$ cat src/rtl/bicubic_stage2_operand_issuer.sv
// bicubic_stage2_operand_issuer: holds one 4-tap column and issues it once per phase with its weight codes
module bicubic_stage2_operand_issuer #(
  parameter int INTER_PRODUCT_WIDTH = 24,
  parameter int SCALE = 4
) (
  input  logic                           clk,
  input  logic                           rst,
  input  logic                           in_valid,
  output logic                           in_ready,
  input  logic [INTER_PRODUCT_WIDTH-1:0] in_pixel_1,
  input  logic [INTER_PRODUCT_WIDTH-1:0] in_pixel_2,
  input  logic [INTER_PRODUCT_WIDTH-1:0] in_pixel_3,
  input  logic [INTER_PRODUCT_WIDTH-1:0] in_pixel_4,
  input  logic                           in_last,
  output logic                           out_valid,
  input  logic                           out_ready,
  output logic [INTER_PRODUCT_WIDTH-1:0] pixel_1,
  output logic [INTER_PRODUCT_WIDTH-1:0] pixel_2,
  output logic [INTER_PRODUCT_WIDTH-1:0] pixel_3,
  output logic [INTER_PRODUCT_WIDTH-1:0] pixel_4,
  output logic [2:0]                     weight_1,
  output logic [2:0]                     weight_2,
  output logic [2:0]                     weight_3,
  output logic [2:0]                     weight_4,
  output logic [1:0]                     out_phase,
  output logic                           out_last
);
  typedef enum logic {IDLE, ISSUE} state_t;
  localparam logic [1:0] LAST_P = 2'(SCALE - 1);
  state_t     state;
  logic [1:0] p;
  logic       held_last;
  logic       accept;
  logic [11:0] w;
  assign in_ready  = (state == IDLE) || (p == LAST_P && out_ready);
  assign accept    = in_valid && in_ready;
  assign out_valid = (state == ISSUE);
  assign out_phase = p;
  assign out_last  = held_last && (p == LAST_P);
  // Codes are packed tap1..tap4 from MSB; forced to zero whenever nothing is issued.
  always_comb begin
    w = !out_valid  ? 12'o0000 :
        p == 2'd0   ? 12'o0123 :
        p == 2'd1   ? 12'o4567 :
        p == 2'd2   ? 12'o7654 : 12'o3210;
  end
  assign {weight_1, weight_2, weight_3, weight_4} = w;
  always_ff @(posedge clk or posedge rst) begin
    if (rst) begin
      state     <= IDLE;
      p         <= 2'd0;
      held_last <= 1'b0;
      pixel_1   <= '0;
      pixel_2   <= '0;
      pixel_3   <= '0;
      pixel_4   <= '0;
    end else if (accept) begin
      state     <= ISSUE;
      p         <= 2'd0;
      held_last <= in_last;
      pixel_1   <= in_pixel_1;
      pixel_2   <= in_pixel_2;
      pixel_3   <= in_pixel_3;
      pixel_4   <= in_pixel_4;
    end else if (out_valid && out_ready) begin
      state <= (p == LAST_P) ? IDLE : ISSUE;
      p     <= (p == LAST_P) ? 2'd0 : p + 2'd1;
    end
  end
endmodule
$ cat config.mk
export PLATFORM = sky130hd
export DESIGN_NAME = bicubic_stage2_operand_issuer
export DESIGN_NICKNAME = d
export VERILOG_FILES = /design/src/rtl/bicubic_stage2_operand_issuer.sv
export SDC_FILE = /design/constraint.sdc
export NUM_CORES = 1
export LEC_CHECK = 0
export ABC_AREA = 1
export BUFFER_PORTS_ARGS = -buffer_cell sky130_fd_sc_hd__buf_2
export CAP_MARGIN = 20
export CORE_MARGIN = 8
export CORE_UTILIZATION = 47
export CTS_BUF_LIST = sky130_fd_sc_hd__clkbuf_8
export CTS_CLUSTER_DIAMETER = 120
export DETAILED_ROUTE_END_ITERATION = 10
export GPL_ROUTABILITY_DRIVEN = 1
export GPL_TIMING_DRIVEN = 0
export PLACE_DENSITY = 0.83
export SYNTH_ARGS = -nofsm -noshare
export SYNTH_HDL_FRONTEND = slang
export SYNTH_SLANG_ARGS = --single-unit
$ cat constraint.sdc
create_clock -name clk -period 3.8 [get_ports clk]
set_clock_uncertainty 0.1 [all_clocks]
set_input_delay 0.76 -clock clk [delete_from_list [all_inputs] [get_ports clk]]
set_output_delay 0.76 -clock clk [all_outputs]
set_load 0.01 [all_outputs]
After elaboration in Yosys (flattened, before gate mapping)

Index checks and enable logic that the tools add are counted.

Bits in registers: 100
Bits in latches: 0
Bits in writable memories: 0
ROM bits: 0
Input port bits: 101
Output and inout port bits: 113
Logic and storage cells: 29
Memories: 0

Add/subtract/negate cells: 1
Multiply operators: 0
Divide/modulo/power cells: 0
Magnitude comparators: 0
Equality and inequality tests: 3
Shift operators: 0
Multiplexer cells: 10
Bitwise operators: 1
Reductions and logical operators: 7

Operators with widths:

| cell                  | number |
|---|---|
| $mux W12              | 4 |
| $mux W2               | 3 |
| $eq A2 B2 Y1 const B  | 2 |
| $logic_and A1 B1 Y1   | 4 |
| $mux W1               | 3 |
| $add A2 B1 Y2 const B | 1 |
| $eq A2 B1 Y1 const B  | 1 |
| $logic_not A2 Y1      | 1 |
| $reduce_bool A2 Y1    | 1 |
| $logic_or A1 B1 Y1    | 1 |
| $not A1 Y1            | 1 |

Depth between registers and ports, before layout

Depth after elaboration: 5
Gate-level depth with buffers: 8
Depth with buffers taken out: 6

Worst setup path before layout

No wires, ideal clock.

Path kind: register to output
Start point: register p[0] (netlist: out_phase[0])
End point: output weight_1[1]
Arrival time: 1.370 ns
Required time: 2.940 ns
Slack: 1.570 ns
Stages on the path, launching flop included: 5
Path buffers: 1
Cells stage by stage: dfrtp_1 > inv_1 > ha_1 > nor3_1 > buf_4

Longest elaborated chain between the ends: 4
Elaborated cells between the ends (all ways): 5
Those cells by class: eq/ne: 1; mux: 3; reduce/logical: 1

RTL lines:

| element                | RTL line | text |
|---|---|---|
| start, declared        | 31       | `logic [1:0] p;` |
| start signal, assigned | 67       | `p <= (p == LAST_P) ? 2'd0 : p + 2'd1;` |
| $eq A2 B1 Y1           | 44       | `p == 2'd1 ? 12'o4567 :` |
| $mux W12               | 44       |  |
| $mux W12 (*)           | 43       | `p == 2'd0 ? 12'o0123 :` |
| $mux W12 (*)           | 42       | `w = !out_valid ? 12'o0000 :` |
| end, declared          | 21       | `output logic [2:0] weight_1,` |

Every way passes the cells marked *; elsewhere a longest branch is shown, timed or not.

Worst setup path after layout

Start point: register p[0] (netlist: out_phase[0])
End point: output in_ready

Longest elaborated chain between the ends: 3

RTL lines:

| element             | RTL line | text |
|---|---|---|
| $eq A2 B2 Y1        | 35       | `assign in_ready = (state == IDLE) \|\| (p == LAST_P && out_ready);` |
| $logic_and A1 B1 Y1 | 35       |  |
| $logic_or A1 B1 Y1  | 35       |  |
| end, declared       | 9        | `output logic in_ready,` |

No other way between the ends.

==> qor.csv <==
stage;metric;value;unit
finish;Nets;789;
timing;setup TNS;0;ns
synth;share of the synthesized area in the top cell type;61.09;%
placed_design;Post-Place Cells;782;
detailed_routing;vias per cell;4.846;
clock_tree;CTS buffer count;9;
timing;Setup Viol. Count Final;0;
critical_path;CP Class;register to output port;
synth;sequential fraction of the synthesis area;61.09;%
detailed_routing;1st-pass router iterations;4;
die;Ports;214;
pwr;sw frac;40.42;%
die;Starting Density;47.67;%
critical_path;CP delay by family, top;flip-flops;
pwr;Leak Pwr;3.314;nW
detailed_routing;Routed wire per std cell;15.47;um
synth;Synthesized Nets;565;
placed_design;pre-CTS setup slack;1.371;ns
die;Die X;109.4;um
synth;cells after synthesis;461;
die;Die Ht;109.4;um
finish;Cell Count, Final, Fillers Out;797;
hold_path;hold path depth;2;
synth;cell type with the highest aggregate area in the netlist;dfrtp_1;
clock_tree;clk root buf;clkbuf_8;
timing;slew margin rel.;58.87;%
critical_path;crit path capture type;output port;
outcome;status;complete, no violations;
finish;area of the multi-input gates;1331;um^2
clock_tree;# resized after CTS;0;
die;full die area;11960;um^2
finish;Antenna Cells;0;
critical_path;Worst path max stage delay;0.45;ns
critical_path;CP Data Required Time;2.94;ns
timing;Pins Over Slew Limit;0;
clock_tree;clock-pin slew on the worst setup and hold paths;0.09;ns
global_routing;first-pass GRT wire length;19130;um
finish;Filler cells;773;
synth;Mean Syn Cell Area;8.886;um^2
finish;Core Util, Final;63.77;%
global_routing;largest net degree at the start of global routing;53;
hold_path;Worst Hold End;pixel_2[19];
critical_path;most frequent CP cell;buf_2;
finish;share of cells above drive strength 1;38.03;%
die;core area;8593;um^2
detailed_routing;DR iter-0 viols;224;
global_routing;vias in the first global route;3971;
pwr;Peak VDD IR;375.9;uV
global_routing;global-route usage over all layers;20.28;%
timing;hold_ws;0.3733;ns
clock_tree;CTS Hold Buffers Added;0;
timing;unrepaired setup endpoints after global routing;no;
synth;Synth area leaders;dfrtp_1 (61%), nand2_1 (19%), nand3_1 (12%), buf_2 (2.2%), buf_4 (2.2%);
synth;Synth Register Bits;100;
timing;fin crit period;2.616;ns
clock_tree;post-CTS setup buffers;0;
pwr;pwr/cell area;794.0;nW/um^2
timing;worst slew pin tran;0.6169;ns
pwr;Power Internal;2.593;mW
critical_path;reg2reg end;pixel_4[22];
timing;Fin. Hold Viols;0;
finish;FF/Latch Area;2502;um^2
detailed_routing;final WL;12330;um
detailed_routing;Vias;3862;
detailed_routing;Routed Antenna Nets;0;
finish;area delta synth->final;33.78;%
placed_design;count of input and output buffers;212;
placed_design;DP HPWL;9602;um
clock_tree;Skew-Pair Late Insertion Delay;0.34;ns
hold_path;Hold Path Class;register to register;
global_routing;total grt overflow;0;
clock_tree;H-tree levels;3;
timing;Fmax achieved;0.3823;GHz
clock_tree;buffer depth of the longest clock path;2;
pwr;Sw Pwr;1.759;mW
critical_path;worst reg-to-reg setup slack;1.94;ns
clock_tree;CTS sink count;100;
detailed_routing;DRC viols;0;
synth;synthesized area;4096;um^2
critical_path;Reg2Reg Launch Point;out_phase[0];
critical_path;Worst path slowest cell;dfrtp_1;
pwr;clock share of power;13.4;%
synth;YS warnings;0;
clock_tree;CTS tree;done;
critical_path;Max Fanout on Critical Path;10;
hold_path;Hold Crit Start;pixel_2[19];
critical_path;WP buf/inv;2;
placed_design;global placement routability congestion;0.8226;
pwr;Logic pwr share;45.1;%
run;count of max-cap constraint violations;0;
timing;period utilization;68.84;%
timing;Setup WS post-layout;1.184;ns
pwr;Seq pwr share;41.5;%
die;# rows;34;
critical_path;WP data arrival;1.76;ns
synth;number of distinct library cells after synthesis;13;
global_routing;antenna violations before repair;0;
critical_path;worst path cell trace;ha_1 > nand2_1 > nand2_2 > buf_2 > buf_2;
critical_path;worst reg2reg path depth;8;
critical_path;element type at the critical path start;register;
-- cell usage after synthesis, drive strengths merged --
library cell	number
ha	3
nand2	207
nor2	3
dfrtp	100
nand3	99
nor3	1
buf	35
inv	8
clkbuf	5
-- metrics by stage --
stage / cell area, um^2 / power (mW)
floorplan: 4096 / 2.893
finish: 5480 / 4.352
global placement: 5293 / 3.722
global route: 5480 / 4.673
CTS: 5480 / 4.399
detailed placement: 5323 / 3.818
-- worst reg2reg max path, delay by kind of cell (launching register included) --
kind | cells | cell delay (ns)
adder cells (fa/ha/maj) | 1 | 0.23
buffers and inverters | 2 | 0.35
flip-flops | 1 | 0.45
AND/OR/NAND/NOR | 5 | 0.62
-- registers in the layout (all words and copies together), names as in the netlist --
name,flops
out_phase,2
pixel_4,24
pixel_1,24
out_valid,1
held_last,1
pixel_3,24
pixel_2,24
-- power by group through the flow --
stage | logic (mW) | registers [mW] | clock network, mW
after detailed placement | 2.00 | 1.82 | 0
after global placement | 1.93 | 1.79 | 0
after floorplan | 0.850 | 2.04 | 0
after CTS | 2.00 | 1.80 | 0.593
after global routing | 2.18 | 1.86 | 0.635
final | 1.96 | 1.81 | 0.582
-- cell type report --
class | instances | area share (%)
inverters | 8 | 0.5936
clock buffers | 9 | 2.260
well taps | 108 | 2.466
plain buffers | 40 | 4.247
repair buffers | 213 | 19.86
multi-input cells | 313 | 24.29
flip-flops and latches | 100 | 45.66
clock inverters | 6 | 0.6164
-- per-layer routing --
metal / part of all wire (%) / global-route usage, % / up-vias / wire, um
met5: 0 / 0 / - / 0
met4: 2.1 / 6.847 / 0 / 261
met3: 9.7 / 6.565 / 19 / 1201
met2: 50 / 34.80 / 143 / 6193
met1: 38 / 23.43 / 1798 / 4672
li1: - / - / 1902 / -
-- worst max-delay path by stage --
stage | startpoint | end | slack (ns) | cells past startpoint
3_3_place_gp | rst | pixel_4[23] | -0.71 | 2
3_5_place_dp | out_ready | in_ready | 1.37 | 5
6_report | out_phase[0] | in_ready | 1.18 | 5
5_1_grt | out_phase[0] | weight_1[1] | 1.03 | 5
4_1_cts | out_phase[0] | in_ready | 1.15 | 5
2_1_floorplan | rst | held_last | 0.32 | 1
-- logic make-up after synthesis --
kind of cell,Yosys count,share of synthesized area [%]
simple gates,310,31.58
buf+inv,48,6.414
fa+ha+maj,3,0.9164
flops,100,61.09
-- placed cells by master, fill, tap and decap left out --
master	n
buf_1	3
buf_16	1
buf_2	230
buf_4	12
buf_6	2
clkbuf_1	5
clkbuf_8	9
clkinv_2	3
clkinvlp_4	2
dfrtp_1	100
ha_1	3
inv_1	8
inv_4	1
nand2_1	205
nand2_2	2
nand3_1	99
nor2_1	3
nor3_1	1
Power figures use the tool's default switching activity.
